==> config.mk <==
export PLATFORM = sky130hd
export DESIGN_NAME = rggen_counter_event_scheduler_flat
export DESIGN_NICKNAME = d
export VERILOG_FILES = /design/src/rtl/rggen_counter_event_scheduler_pkg.sv /design/src/rtl/rggen_counter_event_scheduler_if.sv /design/src/rtl/rggen_counter_event_scheduler_channel.sv /design/src/rtl/rggen_counter_event_scheduler.sv /design/src/flat_wrapper.sv
export SDC_FILE = /design/constraint.sdc
export NUM_CORES = 1
export LEC_CHECK = 0
export CAP_MARGIN = 10
export CELL_PAD_IN_SITES_DETAIL_PLACEMENT = 1
export CELL_PAD_IN_SITES_GLOBAL_PLACEMENT = 2
export CORE_UTILIZATION = 34
export DETAILED_ROUTE_END_ITERATION = 12
export GPL_ROUTABILITY_DRIVEN = 0
export PLACE_DENSITY_LB_ADDON = 0.1
export REMOVE_ABC_BUFFERS = 1
export SLEW_MARGIN = 0
export SYNTH_ARGS = -nofsm -noshare
export SYNTH_HDL_FRONTEND = slang
export SYNTH_SLANG_ARGS = --single-unit
==> constraint.sdc <==
create_clock -name i_clk -period 9.19 [get_ports i_clk]
set_input_delay 0.919 -clock i_clk [delete_from_list [all_inputs] [get_ports i_clk]]
set_output_delay 0.919 -clock i_clk [all_outputs]
set_load 0.005 [all_outputs]
==> src/rtl/rggen_counter_event_scheduler_pkg.sv <==
// ---------------------------------------------------------------------------
// rggen_counter_sched_pkg
// Shared types and helpers for the counter event scheduler.
//   - sched_state_e : per-channel clear-sequencing FSM state
//   - sat_add       : pending update, clamped to [lo, hi]
//   - sat_clips     : flags when the same update had to be clamped
// The arithmetic runs at SAT_CALC_W bits, wide enough for any pending width
// (up to 8 bits) plus the worst-case step of +/-2 in one cycle.
// Signed/unsigned pending selection is made by the caller through the bounds
// it passes (see RGGEN_COUNTER_SCHED_DOWN_EN in the channel module).
// ---------------------------------------------------------------------------
package rggen_counter_sched_pkg;

  typedef enum logic [1:0] {
    IDLE      = 2'd0,
    CLR_WAIT  = 2'd1,
    CLR_ISSUE = 2'd2
  } sched_state_e;

  localparam int SAT_CALC_W = 12;

  function automatic logic signed [SAT_CALC_W-1:0] sat_add(
    input logic signed [SAT_CALC_W-1:0] cur,
    input logic signed [SAT_CALC_W-1:0] delta,
    input logic signed [SAT_CALC_W-1:0] lo,
    input logic signed [SAT_CALC_W-1:0] hi
  );
    logic signed [SAT_CALC_W-1:0] sum;
    sum = cur + delta;
    if (sum > hi)      sat_add = hi;
    else if (sum < lo) sat_add = lo;
    else               sat_add = sum;
  endfunction

  function automatic logic sat_clips(
    input logic signed [SAT_CALC_W-1:0] cur,
    input logic signed [SAT_CALC_W-1:0] delta,
    input logic signed [SAT_CALC_W-1:0] lo,
    input logic signed [SAT_CALC_W-1:0] hi
  );
    logic signed [SAT_CALC_W-1:0] sum;
    sum = cur + delta;
    sat_clips = (sum > hi) || (sum < lo);
  endfunction

endpackage

==> src/rtl/rggen_counter_event_scheduler_if.sv <==
// ---------------------------------------------------------------------------
// rggen_counter_event_scheduler_if
// Bundles the event inputs and counter-side outputs of the scheduler.
//   i_enable      : global dispense enable
//   i_event_up    : per-channel increment event pulse
//   i_event_down  : per-channel decrement event pulse
//   i_clear_req   : per-channel clear request pulse
//   i_sw_write    : per-channel software write in progress
//   o_up/o_down   : one step per cycle to the counter
//   o_clear       : clear strobe to the counter
//   o_overflow    : sticky, pending accumulator saturated
//   o_busy        : pending non-zero or clear outstanding
// master = event source / counter side, slave = scheduler.
// Optional feature macro: RGGEN_COUNTER_SCHED_DOWN_EN (affects the scheduler).
// ---------------------------------------------------------------------------
interface rggen_counter_event_scheduler_if #(
  parameter int CHANNELS = 4
);
  logic                i_enable;
  logic [CHANNELS-1:0] i_event_up;
  logic [CHANNELS-1:0] i_event_down;
  logic [CHANNELS-1:0] i_clear_req;
  logic [CHANNELS-1:0] i_sw_write;
  logic [CHANNELS-1:0] o_up;
  logic [CHANNELS-1:0] o_down;
  logic [CHANNELS-1:0] o_clear;
  logic [CHANNELS-1:0] o_overflow;
  logic [CHANNELS-1:0] o_busy;

  modport master (
    output i_enable, i_event_up, i_event_down, i_clear_req, i_sw_write,
    input  o_up, o_down, o_clear, o_overflow, o_busy
  );

  modport slave (
    input  i_enable, i_event_up, i_event_down, i_clear_req, i_sw_write,
    output o_up, o_down, o_clear, o_overflow, o_busy
  );
endinterface

==> src/rtl/rggen_counter_event_scheduler_channel.sv <==
// ---------------------------------------------------------------------------
// rggen_counter_sched_channel
// One scheduler channel: net-pending accumulator, sticky overflow and the
// clear-sequencing FSM (IDLE / CLR_WAIT / CLR_ISSUE).
// Ports:
//   i_clk, i_rst      : clock, asynchronous active-high reset
//   i_enable          : dispense enable (events still accumulate when low)
//   i_event_up/down   : event pulses
//   i_clear_req       : clear request pulse
//   i_sw_write        : software write in progress (stalls dispense/clear)
//   o_up/o_down       : step strobes, never high together
//   o_clear           : one-cycle clear strobe
//   o_overflow        : sticky saturation flag
//   o_busy            : pending != 0 or clear outstanding
// Macro RGGEN_COUNTER_SCHED_DOWN_EN: when defined, pending is signed and
// down events are honoured; otherwise pending is unsigned, down is ignored
// and o_down is tied low.
// ---------------------------------------------------------------------------
module rggen_counter_sched_channel
  import rggen_counter_sched_pkg::*;
#(
  parameter int PENDING_WIDTH = 4
) (
  input  logic i_clk,
  input  logic i_rst,
  input  logic i_enable,
  input  logic i_event_up,
  input  logic i_event_down,
  input  logic i_clear_req,
  input  logic i_sw_write,
  output logic o_up,
  output logic o_down,
  output logic o_clear,
  output logic o_overflow,
  output logic o_busy
);

`ifdef RGGEN_COUNTER_SCHED_DOWN_EN
  localparam int P_LO_I = -(2 ** (PENDING_WIDTH - 1));
  localparam int P_HI_I = (2 ** (PENDING_WIDTH - 1)) - 1;
`else
  localparam int P_LO_I = 0;
  localparam int P_HI_I = (2 ** PENDING_WIDTH) - 1;
`endif
  localparam logic signed [SAT_CALC_W-1:0] P_LO = SAT_CALC_W'(P_LO_I);
  localparam logic signed [SAT_CALC_W-1:0] P_HI = SAT_CALC_W'(P_HI_I);

  sched_state_e               r_state;
  logic [PENDING_WIDTH-1:0]   r_pending;
  logic                       r_overflow;

  logic                       w_stall;
  logic                       w_pos;
  logic                       w_neg;
  logic                       w_down_in;
  logic signed [SAT_CALC_W-1:0] w_cur;
  logic signed [SAT_CALC_W-1:0] w_delta;
  logic [PENDING_WIDTH-1:0]   w_next;
  logic                       w_clip;

`ifdef RGGEN_COUNTER_SCHED_DOWN_EN
  assign w_down_in = i_event_down;
  assign w_cur     = {{(SAT_CALC_W-PENDING_WIDTH){r_pending[PENDING_WIDTH-1]}}, r_pending};
  assign w_pos     = !r_pending[PENDING_WIDTH-1] && (|r_pending);
  assign w_neg     = r_pending[PENDING_WIDTH-1];
`else
  logic w_unused_down;
  assign w_unused_down = i_event_down;
  assign w_down_in     = 1'b0;
  assign w_cur         = {{(SAT_CALC_W-PENDING_WIDTH){1'b0}}, r_pending};
  assign w_pos         = |r_pending;
  assign w_neg         = 1'b0;
`endif

  // Any non-IDLE state blocks dispense so no step races the clear.
  assign w_stall = !i_enable || i_sw_write || (r_state != IDLE);
  assign o_up    = !w_stall && w_pos;
  assign o_down  = !w_stall && w_neg;

  // Net change: events in, minus the step handed to the counter this cycle.
  always_comb begin
    w_delta = '0;
    if (i_event_up) w_delta = w_delta + SAT_CALC_W'(1);
    if (w_down_in)  w_delta = w_delta - SAT_CALC_W'(1);
    if (o_up)       w_delta = w_delta - SAT_CALC_W'(1);
    if (o_down)     w_delta = w_delta + SAT_CALC_W'(1);
  end

  assign w_next = PENDING_WIDTH'(sat_add(w_cur, w_delta, P_LO, P_HI));
  assign w_clip = sat_clips(w_cur, w_delta, P_LO, P_HI);

  always_ff @(posedge i_clk or posedge i_rst) begin
    if (i_rst) begin
      r_state    <= IDLE;
      r_pending  <= '0;
      r_overflow <= 1'b0;
    end else begin
      case (r_state)
        IDLE: begin
          if (i_clear_req) begin
            // Events in the request cycle are dropped along with the backlog.
            r_pending  <= '0;
            r_overflow <= 1'b0;
            r_state    <= i_sw_write ? CLR_WAIT : CLR_ISSUE;
          end else begin
            r_pending <= w_next;
            if (w_clip) r_overflow <= 1'b1;
          end
        end
        CLR_WAIT: begin
          if (!i_sw_write) r_state <= CLR_ISSUE;
        end
        CLR_ISSUE: begin
          // A write landing on the clear cycle wins at the counter, so retry.
          r_state <= i_sw_write ? CLR_WAIT : IDLE;
        end
        default: r_state <= IDLE;
      endcase
    end
  end

  assign o_clear    = (r_state == CLR_ISSUE);
  assign o_overflow = r_overflow;
  assign o_busy     = (|r_pending) || (r_state != IDLE);

endmodule

==> src/rtl/rggen_counter_event_scheduler.sv <==
// ---------------------------------------------------------------------------
// rggen_counter_event_scheduler
// Sequencing front-end for a bank of rggen_bit_field_counter instances.
// Accumulates per-channel net event counts, dispenses at most one up/down
// step per channel per cycle and sequences clears around software writes.
// Ports:
//   i_clk : clock
//   i_rst : asynchronous active-high reset
//   bus   : rggen_counter_event_scheduler_if.slave (events in, steps out)
// Parameters: CHANNELS (1..32), PENDING_WIDTH (2..8).
// Macro RGGEN_COUNTER_SCHED_DOWN_EN enables signed up/down accumulation;
// without it the bank is up-only with an unsigned accumulator.
// ---------------------------------------------------------------------------
module rggen_counter_event_scheduler
  import rggen_counter_sched_pkg::*;
#(
  parameter int CHANNELS      = 4,
  parameter int PENDING_WIDTH = 4
) (
  input  logic                                  i_clk,
  input  logic                                  i_rst,
  rggen_counter_event_scheduler_if.slave        bus
);

  logic [CHANNELS-1:0] w_enable;
  logic [CHANNELS-1:0] w_up;
  logic [CHANNELS-1:0] w_down;
  logic [CHANNELS-1:0] w_clear;
  logic [CHANNELS-1:0] w_overflow;
  logic [CHANNELS-1:0] w_busy;

  assign w_enable = {CHANNELS{bus.i_enable}};

  for (genvar g = 0; g < CHANNELS; g++) begin : g_ch
    rggen_counter_sched_channel #(
      .PENDING_WIDTH (PENDING_WIDTH)
    ) u_ch (
      .i_clk        (i_clk),
      .i_rst        (i_rst),
      .i_enable     (w_enable[g]),
      .i_event_up   (bus.i_event_up[g]),
      .i_event_down (bus.i_event_down[g]),
      .i_clear_req  (bus.i_clear_req[g]),
      .i_sw_write   (bus.i_sw_write[g]),
      .o_up         (w_up[g]),
      .o_down       (w_down[g]),
      .o_clear      (w_clear[g]),
      .o_overflow   (w_overflow[g]),
      .o_busy       (w_busy[g])
    );
  end

  assign bus.o_up       = w_up;
  assign bus.o_down     = w_down;
  assign bus.o_clear    = w_clear;
  assign bus.o_overflow = w_overflow;
  assign bus.o_busy     = w_busy;

endmodule

==> src/flat_wrapper.sv <==
// flat-port wrapper written by rule: the top's interface ports become plain ports
module rggen_counter_event_scheduler_flat import rggen_counter_sched_pkg::*;
#(
  parameter int CHANNELS      = 4,
  parameter int PENDING_WIDTH = 4
)
  (i_clk, i_rst, bus_i_enable, bus_i_event_up, bus_i_event_down, bus_i_clear_req, bus_i_sw_write, bus_o_up, bus_o_down, bus_o_clear, bus_o_overflow, bus_o_busy);
  rggen_counter_event_scheduler_if #(.CHANNELS(CHANNELS)) bus_i ();
  input  logic i_clk;
  input  logic i_rst;
  input wire logic [$bits(bus_i.i_enable)-1:0] bus_i_enable;
  input wire logic [$bits(bus_i.i_event_up)-1:0] bus_i_event_up;
  input wire logic [$bits(bus_i.i_event_down)-1:0] bus_i_event_down;
  input wire logic [$bits(bus_i.i_clear_req)-1:0] bus_i_clear_req;
  input wire logic [$bits(bus_i.i_sw_write)-1:0] bus_i_sw_write;
  output wire logic [$bits(bus_i.o_up)-1:0] bus_o_up;
  output wire logic [$bits(bus_i.o_down)-1:0] bus_o_down;
  output wire logic [$bits(bus_i.o_clear)-1:0] bus_o_clear;
  output wire logic [$bits(bus_i.o_overflow)-1:0] bus_o_overflow;
  output wire logic [$bits(bus_i.o_busy)-1:0] bus_o_busy;
  assign bus_i.i_enable = bus_i_enable;
  assign bus_i.i_event_up = bus_i_event_up;
  assign bus_i.i_event_down = bus_i_event_down;
  assign bus_i.i_clear_req = bus_i_clear_req;
  assign bus_i.i_sw_write = bus_i_sw_write;
  assign bus_o_up = bus_i.o_up;
  assign bus_o_down = bus_i.o_down;
  assign bus_o_clear = bus_i.o_clear;
  assign bus_o_overflow = bus_i.o_overflow;
  assign bus_o_busy = bus_i.o_busy;
  rggen_counter_event_scheduler #(.CHANNELS(CHANNELS), .PENDING_WIDTH(PENDING_WIDTH)) u_core (.i_clk(i_clk), .i_rst(i_rst), .bus(bus_i));
endmodule
=== Yosys cells after proc, flatten, opt, wreduce, memory -nomap -nowiden ===
Cells that the tools add are included.

* Flip-flop bits (word level): 28
* Input port bits: 19
* Logic and storage cells: 141
* Output and inout bits: 20

* Reduce and logical (&&, ||, !) cells: 49
* Mux-type cells: 48
* Equality and inequality tests: 16
* Magnitude comparators: 8
* Add/sub/neg operators: 8

{| class="wikitable"
|+ Operator list
! operator !! number
|-
| $add 5x12->12 || 4
|-
| $gt 12x5->1 const B || 4
|-
| $lt 12x1->1 const B || 4
|-
| $mux 12 || 4
|-
| $mux 4 || 12
|-
| $mux 2 || 12
|-
| $pmux 2 s3 || 4
|-
| $logic_or 1x1->1 || 16
|-
| $mux 1 || 16
|-
| $ne 2x2->1 const B || 8
|-
| $reduce_and 2->1 || 8
|-
| $reduce_bool 2->1 || 8
|-
| $reduce_or 4->1 || 4
|-
| $eq 2x1->1 const B || 4
|-
| $eq 2x2->1 const B || 4
|-
| $logic_not 2->1 || 4
|-
| $sub 1x1->2 const B || 4
|-
| $logic_not 1->1 || 5
|-
| $logic_and 1x1->1 || 4
|}

=== Longest topological paths before layout ===
Gate-level depths: netlist of the first run.

* Word-level depth: 11
* Depth in mapped cells: 16
* Gate-level depth less buffers: 13

=== Hierarchy ===
From an unflattened synthesis of the first run, not the netlist that was laid out.

* Cells, all modules: 275
* Area, all modules: 2362.3 um^2

{| class="wikitable"
|+ Modules (own cells, without submodules)
! module !! cells each !! times used !! area each (um^2)
|-
| rggen_counter_sched_channel (u_core.g_ch[1].u_ch ...) || 70 || 3 || 595.6
|-
| rggen_counter_sched_channel (u_core.g_ch[0].u_ch) || 65 || 1 || 575.6
|}

=== Worst setup path after synthesis of the first run ===
OpenSTA, ideal clock, no wires.

* Path type: input to register
* From: input port bus_i_sw_write[2]
* To: register u_core.g_ch[2].u_ch.r_pending[2]
* Setup time: 0.124 ns
* Stages on the path: 12
* Slack: 5.457 ns
* Data arrival time: 3.609 ns
* Data required time: 9.066 ns
* Path buffers: 0
* Cell sequence: or4b_4 nor3_4 o21bai_1 ha_1 ha_1 a21oi_1 o21bai_1 ha_1 nand2b_1 a41o_1 o211a_1 a211o_1

* Word-level cells in the longest chain between the ends: 10

{| class="wikitable"
|+ Ends and longest elaborated chain
! item !! line !! source
|-
| start, declared || flat_wrapper.sv:15 || <nowiki>input wire logic [$bits(bus_i.i_sw_write)-1:0] bus_i_sw_write;</nowiki>
|-
| $logic_or 1x1->1 (*) (2 in a row) || rggen_counter_event_scheduler_channel.sv:76 || <nowiki>assign w_stall = !i_enable || i_sw_write || (r_state != IDLE);</nowiki>
|-
| $logic_not 1->1 (*) || -- ||
|-
| $logic_and 1x1->1 (*) || rggen_counter_event_scheduler_channel.sv:77 || <nowiki>assign o_up = !w_stall && w_pos;</nowiki>
|-
| $mux 12 (*) || rggen_counter_event_scheduler_channel.sv:85 || <nowiki>if (o_up) w_delta = w_delta - SAT_CALC_W'(1);</nowiki>
|-
| $add 5x12->12 (*) || rggen_counter_event_scheduler_pkg.sv:29 || <nowiki>sum = cur + delta;</nowiki>
|-
| $lt 12x1->1 || rggen_counter_event_scheduler_pkg.sv:31 || <nowiki>else if (sum < lo) sat_add = lo;</nowiki>
|-
| $mux 4 || rggen_counter_event_scheduler_pkg.sv:31 ||
|-
| $mux 4 (*) || rggen_counter_event_scheduler_pkg.sv:30 || <nowiki>if (sum > hi) sat_add = hi;</nowiki>
|-
| $mux 4 (*) || rggen_counter_event_scheduler_channel.sv:100 || <nowiki>if (i_clear_req) begin</nowiki>
|-
| end signal, assigned || rggen_counter_event_scheduler_channel.sv:106 || <nowiki>r_pending <= w_next;</nowiki>
|-
| end, declared || rggen_counter_event_scheduler_channel.sv:49 || <nowiki>logic [PENDING_WIDTH-1:0] r_pending;</nowiki>
|}

Mark *: on every way between the ends. The rest lies on a longest branch, timed or not.
A chain may end at the register's enable or synchronous reset.

=== Worst setup path after layout of the first run ===
* From: input port bus_i_enable
* To: register u_core.g_ch[2].u_ch.r_pending[2]

* Word-level cells in the longest chain between the ends: 11

{| class="wikitable"
|+ Ends and longest elaborated chain
! item !! line !! source
|-
| start, declared || flat_wrapper.sv:11 || <nowiki>input wire logic [$bits(bus_i.i_enable)-1:0] bus_i_enable;</nowiki>
|-
| $logic_not 1->1 (*) || rggen_counter_event_scheduler_channel.sv:76 ||
|-
| $logic_or 1x1->1 (*) (2 in a row) || rggen_counter_event_scheduler_channel.sv:76 ||
|-
| $logic_not 1->1 (*) || -- ||
|-
| $logic_and 1x1->1 (*) || rggen_counter_event_scheduler_channel.sv:77 ||
|-
| $mux 12 (*) || rggen_counter_event_scheduler_channel.sv:85 ||
|-
| $add 5x12->12 (*) || rggen_counter_event_scheduler_pkg.sv:29 ||
|-
| $lt 12x1->1 || rggen_counter_event_scheduler_pkg.sv:31 ||
|-
| $mux 4 || rggen_counter_event_scheduler_pkg.sv:31 ||
|-
| $mux 4 (*) || rggen_counter_event_scheduler_pkg.sv:30 ||
|-
| $mux 4 (*) || rggen_counter_event_scheduler_channel.sv:100 ||
|}

Marks and branches as above.

==> results of run 1 <==
[cell families (layout without fill, tap and decap cells)]
logic type | count (synthesis) | count (layout) | share of synthesized area
buf+inv | 51 | 45 | 0.120
mux | 4 | 4 | 0.0165
compound gates | 71 | 71 | 0.212
simple gates | 125 | 125 | 0.282
other cells | 1 | 4 | 0.00155
xor+xnor | 5 | 5 | 0.0181
flops | 28 | 28 | 0.289
fa+ha+maj | 12 | 12 | 0.0619
[sequential cells by signal, indices dropped and copies added, names as in the netlist]
name and count:
u_core.g_ch.u_ch.o_overflow 4, u_core.g_ch.u_ch.r_state 8, u_core.g_ch.u_ch.r_pending 16
[layout make-up]
type                            instances  area share
Clock buffer                            3      0.0154
Clock inverter                          1      0.0112
Inverter                               10      0.0140
Multi-Input combinational cell        221       0.539
Sequential cell                        28       0.261
Tap cell                               96      0.0448
Timing Repair Buffer                   31       0.115
[placed cells by master, fill, tap and decap left out, drive strengths merged, types with 2 or more instances in the layout]
cell type      count
or4                2
nor4               6
clkdlybuf4s50     30
a22oi              2
or2                2
o31ai              2
nor2              28
nor4b              6
xnor2              3
nor2b              4
nand3b             3
o21bai             4
clkbuf             3
a2111oi            3
o21ai             26
mux2i              4
or3                7
nand2b             6
a211o              2
and3               2
a21oi              5
ha                12
or4b               6
dfrtp             28
nor3              18
o41ai              2
conb               4
a211oi             3
o2111ai            7
inv               10
xor2               2
nand4              3
o211ai             7
nand2             29
[where the power goes]
part	internal (mW)	switching, mW	leakage (nW)
sequential	0.156	0.0661	0.366
combinational	0.116	0.116	0.709
clock	0.0585	0.0429	0.0357
total	0.330	0.225	1.11
[tightest hold or removal path, delay by kind of cell, from the launching register on]
| kind | cells | cell delay (ns) |
|---|---|---|
| compound gates | 1 | 0.06 |
| flops | 1 | 0.39 |
| buf+inv | 1 | 0.05 |
[per-layer routing]
metal / up-vias / track usage / routed length [µm]
met5: - / 0 / 0
met1: 1053 / 0.234 / 2940
met4: 0 / 0.0273 / 21
met2: 34 / 0.289 / 2810
li1: 1063 / - / -
met3: 2 / 0.0305 / 180
[worst max-delay path by stage]
| stage | depth (start not counted) | end | slack [ns] |
|---|---|---|---|
| 2_1_floorplan | 12 | u_core.g_ch[2].u_ch.r_pending[2] | 5.46 |
| 3_3_place_gp | 13 | u_core.g_ch[2].u_ch.r_pending[3] | 4.36 |
| 3_5_place_dp | 13 | u_core.g_ch[2].u_ch.r_pending[2] | 4.41 |
| 4_1_cts | 13 | u_core.g_ch[2].u_ch.r_pending[2] | 4.75 |
| 5_1_grt | 12 | u_core.g_ch[0].u_ch.r_pending[3] | 4.55 |
| 6_report | 13 | u_core.g_ch[2].u_ch.r_pending[2] | 4.74 |
[metrics by stage]
step           setup slack, ns  power [mW]  hold slack [ns]
2_1_floorplan             5.46       0.363            0.480
3_3_place_gp              4.36       0.455            0.521
3_5_place_dp              4.41       0.457            0.516
4_1_cts                   4.75       0.564            0.547
5_1_grt                   4.55       0.605            0.568
6_report                  4.74       0.555            0.536
==> qor.yml, run 1 <==
status: "finished, final reports clean"
synth.cell_area_um2: 2420
p_per_area_nw_per_um2: 207
rsz0062_at_grt: "no"
synthDistinctLibCells: 51
rrSetupSlack_ns: 5.42
stdcell_area_um2: 2680
dpl.hpwl_um: 4360
first_global_vias: 2121
max_slew_margin: 0.388
num_antenna_cells: 0
min_path_cells: 2
antenna_left: 0
synth_edf_count: 0
synth.largest_area_cell: "dfrtp_1"
die_area_um2: 7470
grt_first_pass_wirelength_um: 10300
grt_antenna_before_repair: 0
grt_max_degree: 29
synthFlopType: "dfrtp_1"
rows: 30
first_pass_iters: 4
crit_type: "input pin to flop"
track_usage: 0.172
fin_skew_ns: 0.0163
cp_top_family: "compound AO/OA/AOI/OAI gates"
finalWirelength_um: 5940
postCtsHoldBufs: 0
clockBufferDepth: 2
cts-resized-gates: 0
drt-wirelength-per-cell_um: 15.2
clk_latency_ns: 0.29
io_buffers: 30
grt_overflow_total: 0
multi_input_area_um2: 1450
seq_area_um2: 701
die_h_um: 86.5
yosysTopAreaCellShare: 0.289
fp.coreArea_um2: 6830
start_kind: "input pin"
synth-seq-area-share: 0.289
final_cells: 390
critPathSlowestCell: "clkdlybuf4s50_1"
io_pins: 39
min_from: "u_core.g_ch[1].u_ch.o_overflow"
ys_ff_latch: 28
drc: 0
die_x_um: 86.5
cp.required_ns: 9.38
fin_nets: 326
r2r-end: "u_core.g_ch[2].u_ch.r_pending[2]"
ys_top_cells_by_area: "dfrtp_1, buf_4, ha_1"
cp_common_cell: "ha_1"
min_period_over_period: 0.484
tns_ns: 0
viasPerCell: 5.52
worstRegToRegCells: 12
cp.arrival_ns: 4.64
ys_warn_count: 0
cts_htree_levels: 1
setup.worst_path.start: "bus_i_enable"
clock.fmax_mhz: 225
ctsRootBufferMaster: "clkbuf_8"
start_util: 0.355
syn_area_per_cell_um2: 8.16
end_kind: "flop"
post-cts-setup-buffer-count: 0
cp_cell_sequence: "clkdlybuf4s50_1 > or4b_4 > nor3_4 > o21bai_1 > ha_1 > ha_1 > a21oi_1 > o21bai_1 > ha_1 > nand2b_1 > a41o_1 > o211a_1 > a211o_1"
hold_end: "u_core.g_ch[1].u_ch.o_overflow"
drive_gt1_frac: 0.0476
fillers: 837
numCtsBuffers: 3
r2r-start: "u_core.g_ch[2].u_ch.r_state[1]"
maxCapViolCount: 0
worstPathMaxFanout: 9
ir_drop_uv: 93.7
synthArstFlopShare: 1.00
tightest_slew_ns: 0.894
post-route-util: 0.393
drv_slew: 0
drtIter0Drc: 37
cts_tree: "yes"
leakage_nw: 1.11
clkTransAtPathRegs_ns: 0.11
synth.most_common_cell: "nand2_1"
hold_path.class: "flop to flop"
fin_crit_ns: 4.45
dpl_cell_area_um2: 2610
placed_cells: 386
area_growth_pct: 10.6
vias: 2152
setup_viol: 0
synth_common_cells: "nand2_1, dfrtp_1, nor2_1, o21ai_0, buf_4"
max_stage_delay_ns: 0.62
hold_viol_final: 0
syn_inst: 297
cts_sinks: 28
crit_buf_inv: 1
No activity file was read; power rests on OpenSTA's default activity.
==> inputs of run 2 (changes only) <==
--- a/config.mk
+++ b/config.mk
@@ -8,7 +8,7 @@
 export CAP_MARGIN = 10
 export CELL_PAD_IN_SITES_DETAIL_PLACEMENT = 1
 export CELL_PAD_IN_SITES_GLOBAL_PLACEMENT = 2
-export CORE_UTILIZATION = 34
+export CORE_UTILIZATION = 32
 export DETAILED_ROUTE_END_ITERATION = 12
 export GPL_ROUTABILITY_DRIVEN = 0
 export PLACE_DENSITY_LB_ADDON = 0.1
==> constraint.sdc (replaced) <==
create_clock -name i_clk -period 4.35 [get_ports i_clk]
set_input_delay 0.435 -clock i_clk [delete_from_list [all_inputs] [get_ports i_clk]]
set_output_delay 0.435 -clock i_clk [all_outputs]
set_load 0.005 [all_outputs]
==> qor.yml, run 2 (synthesized netlist as in run 1, its figures left out) <==
critPathSlowestCell: "clkdlybuf4s50_1"
clock.fmax_mhz: 271
largest_register_ffs: 16
viasPerCell: 5.33
power.share.switching: 0.416
area_growth_pct: 13.5
cp_top_family: "compound AO/OA/AOI/OAI gates"
worstPathMaxFanout: 8
fin_skew_ns: 0.00316
mostFrequentLayoutCells: "clkdlybuf4s50_1, nand2_1, nor2_1, dfrtp_1, o21ai_0"
start_kind: "input pin"
max_slew_margin: 0.404
cp.arrival_ns: 3.86
grt_overflow_total: 0
first_pass_iters: 4
dpl.hpwl_um: 4580
post-cts-setup-buffer-count: 0
cts_htree_levels: 1
max_stage_delay_ns: 0.59
num_antenna_cells: 0
cts-resized-gates: 0
drv_slew: 0
die_area_um2: 7930
tightest_slew_ns: 0.887
clkTransAtPathRegs_ns: 0.10
io_buffers: 30
first_global_vias: 2096
pwr-share-clk: 0.143
drive_gt1_frac: 0.0820
die_h_um: 89.1
ctsRootBufferMaster: "clkbuf_8"
vias: 2153
clockBufferDepth: 2
setup_viol: 0
finalWirelength_um: 6170
grt_max_degree: 29
p_sw_mw: 0.485
track_usage: 0.166
crit_buf_inv: 1
total_power_mw: 1.17
fin_crit_ns: 3.69
regMostFlops: "u_core.g_ch.u_ch.r_pending"
drt-wirelength-per-cell_um: 15.3
postCtsHoldBufs: 0
cp_common_cell: "ha_1"
start_util: 0.333
power_frac_comb: 0.455
internal_power_mw: 0.682
cts_sinks: 28
end_kind: "flop"
min_period_over_period: 0.847
grt_first_pass_wirelength_um: 10400
p_per_area_nw_per_um2: 424
cp_cell_sequence: "clkdlybuf4s50_1 > or4b_4 > nor3_4 > o21bai_1 > ha_1 > ha_1 > a21oi_1 > o21bai_1 > ha_1 > nand2b_1 > a41o_1 > o211a_1 > a211o_1"
io_pins: 39
cts_tree: "yes"
cp.required_ns: 4.52
p_seq_frac: 0.402
hold_path.class: "flop to flop"
hold_viol_final: 0
status: "finished, final reports clean"
drtIter0Drc: 39
numCtsBuffers: 3
leakage_nw: 1.16
fp.coreArea_um2: 7290
rsz0062_at_grt: "no"
grt_antenna_before_repair: 0
layout_commonest_cell: "clkdlybuf4s50_1"
antenna_left: 0
fin_nets: 337
die_x_um: 89.1
rows: 31
fillers: 924
clk_latency_ns: 0.27
crit_type: "input pin to flop"
ir_drop_uv: 154
tns_ns: 0
maxCapViolCount: 0
drc: 0
[run 2: cell count changes in the layout (fill, tap and decap cells not counted)]
| cell | before | now |
|---|---|---|
| buf_4 | 1 | 12 |
| bufinv_16 | 1 | 0 |
| clkbuf_8 | 3 | 4 |
[run 2: layout make-up]
type                       count  area (µm²)  area share
clock buffer                   4        55.1      0.0200
tap                           99         124      0.0450
multi-input combinational    221        1450       0.525
sequential                    28         701       0.255
inverter                      10        37.5      0.0136
timing repair buffer          42         390       0.142
[run 2: worst paths after layout]
path | slack, ns | from | to | cells past startpoint
max in group asynchronous | 3.53 | i_rst | u_core.g_ch[3].u_ch.r_pending[0] | 3
worst min register to register | 0.53 | u_core.g_ch[1].u_ch.o_overflow | u_core.g_ch[1].u_ch.o_overflow | 2
min in group asynchronous | 0.54 | i_rst | u_core.g_ch[0].u_ch.r_pending[2] | 3
worst max-delay path | 0.66 | bus_i_enable | u_core.g_ch[2].u_ch.r_pending[2] | 13
worst max register to register | 0.83 | u_core.g_ch[2].u_ch.r_state[0] | u_core.g_ch[2].u_ch.r_pending[2] | 12
worst min-delay path | 0.53 | u_core.g_ch[1].u_ch.o_overflow | u_core.g_ch[1].u_ch.o_overflow | 2
[run 2: layer usage]
layer  share of wire  vias to the layer above  track usage
met2            0.47                       20        0.284
met5               0                        -            0
met4          0.0045                        0       0.0260
met1            0.50                     1044        0.234
li1                -                     1087            -
met3           0.022                        2       0.0139
[run 2: through the flow]
step	instance area (µm²)	util	std cells	worst slack [ns]	hold slack [ns]
floorplan	2180	-	259	1.04	0.480
global placement	2700	0.370	400	0.356	0.518
detailed placement	2700	0.370	400	0.357	0.527
CTS	2750	0.377	404	0.644	0.544
global route	2750	0.377	404	0.458	0.570
finish	2750	0.377	404	0.664	0.535
[run 2: worst reg2reg max path: cells and delay by family, from the launching register on]
family                     cells  cell delay (ns)
AOI/OAI and AO/OA              6             1.06
adders and majority gates      3             0.95
DFF                            1             0.50
and+or+nand+nor                3             0.90
[run 2: power groups by stage]
| stage | registers [mW] | logic, mW | clock network [mW] |
|---|---|---|---|
| 6_report | 0.470 | 0.531 | 0.167 |
| 3_5_place_dp | 0.475 | 0.537 | 0 |
| 2_1_floorplan | 0.430 | 0.337 | 0 |
| 4_1_cts | 0.470 | 0.540 | 0.178 |
| 5_1_grt | 0.488 | 0.602 | 0.186 |
| 3_3_place_gp | 0.474 | 0.530 | 0 |
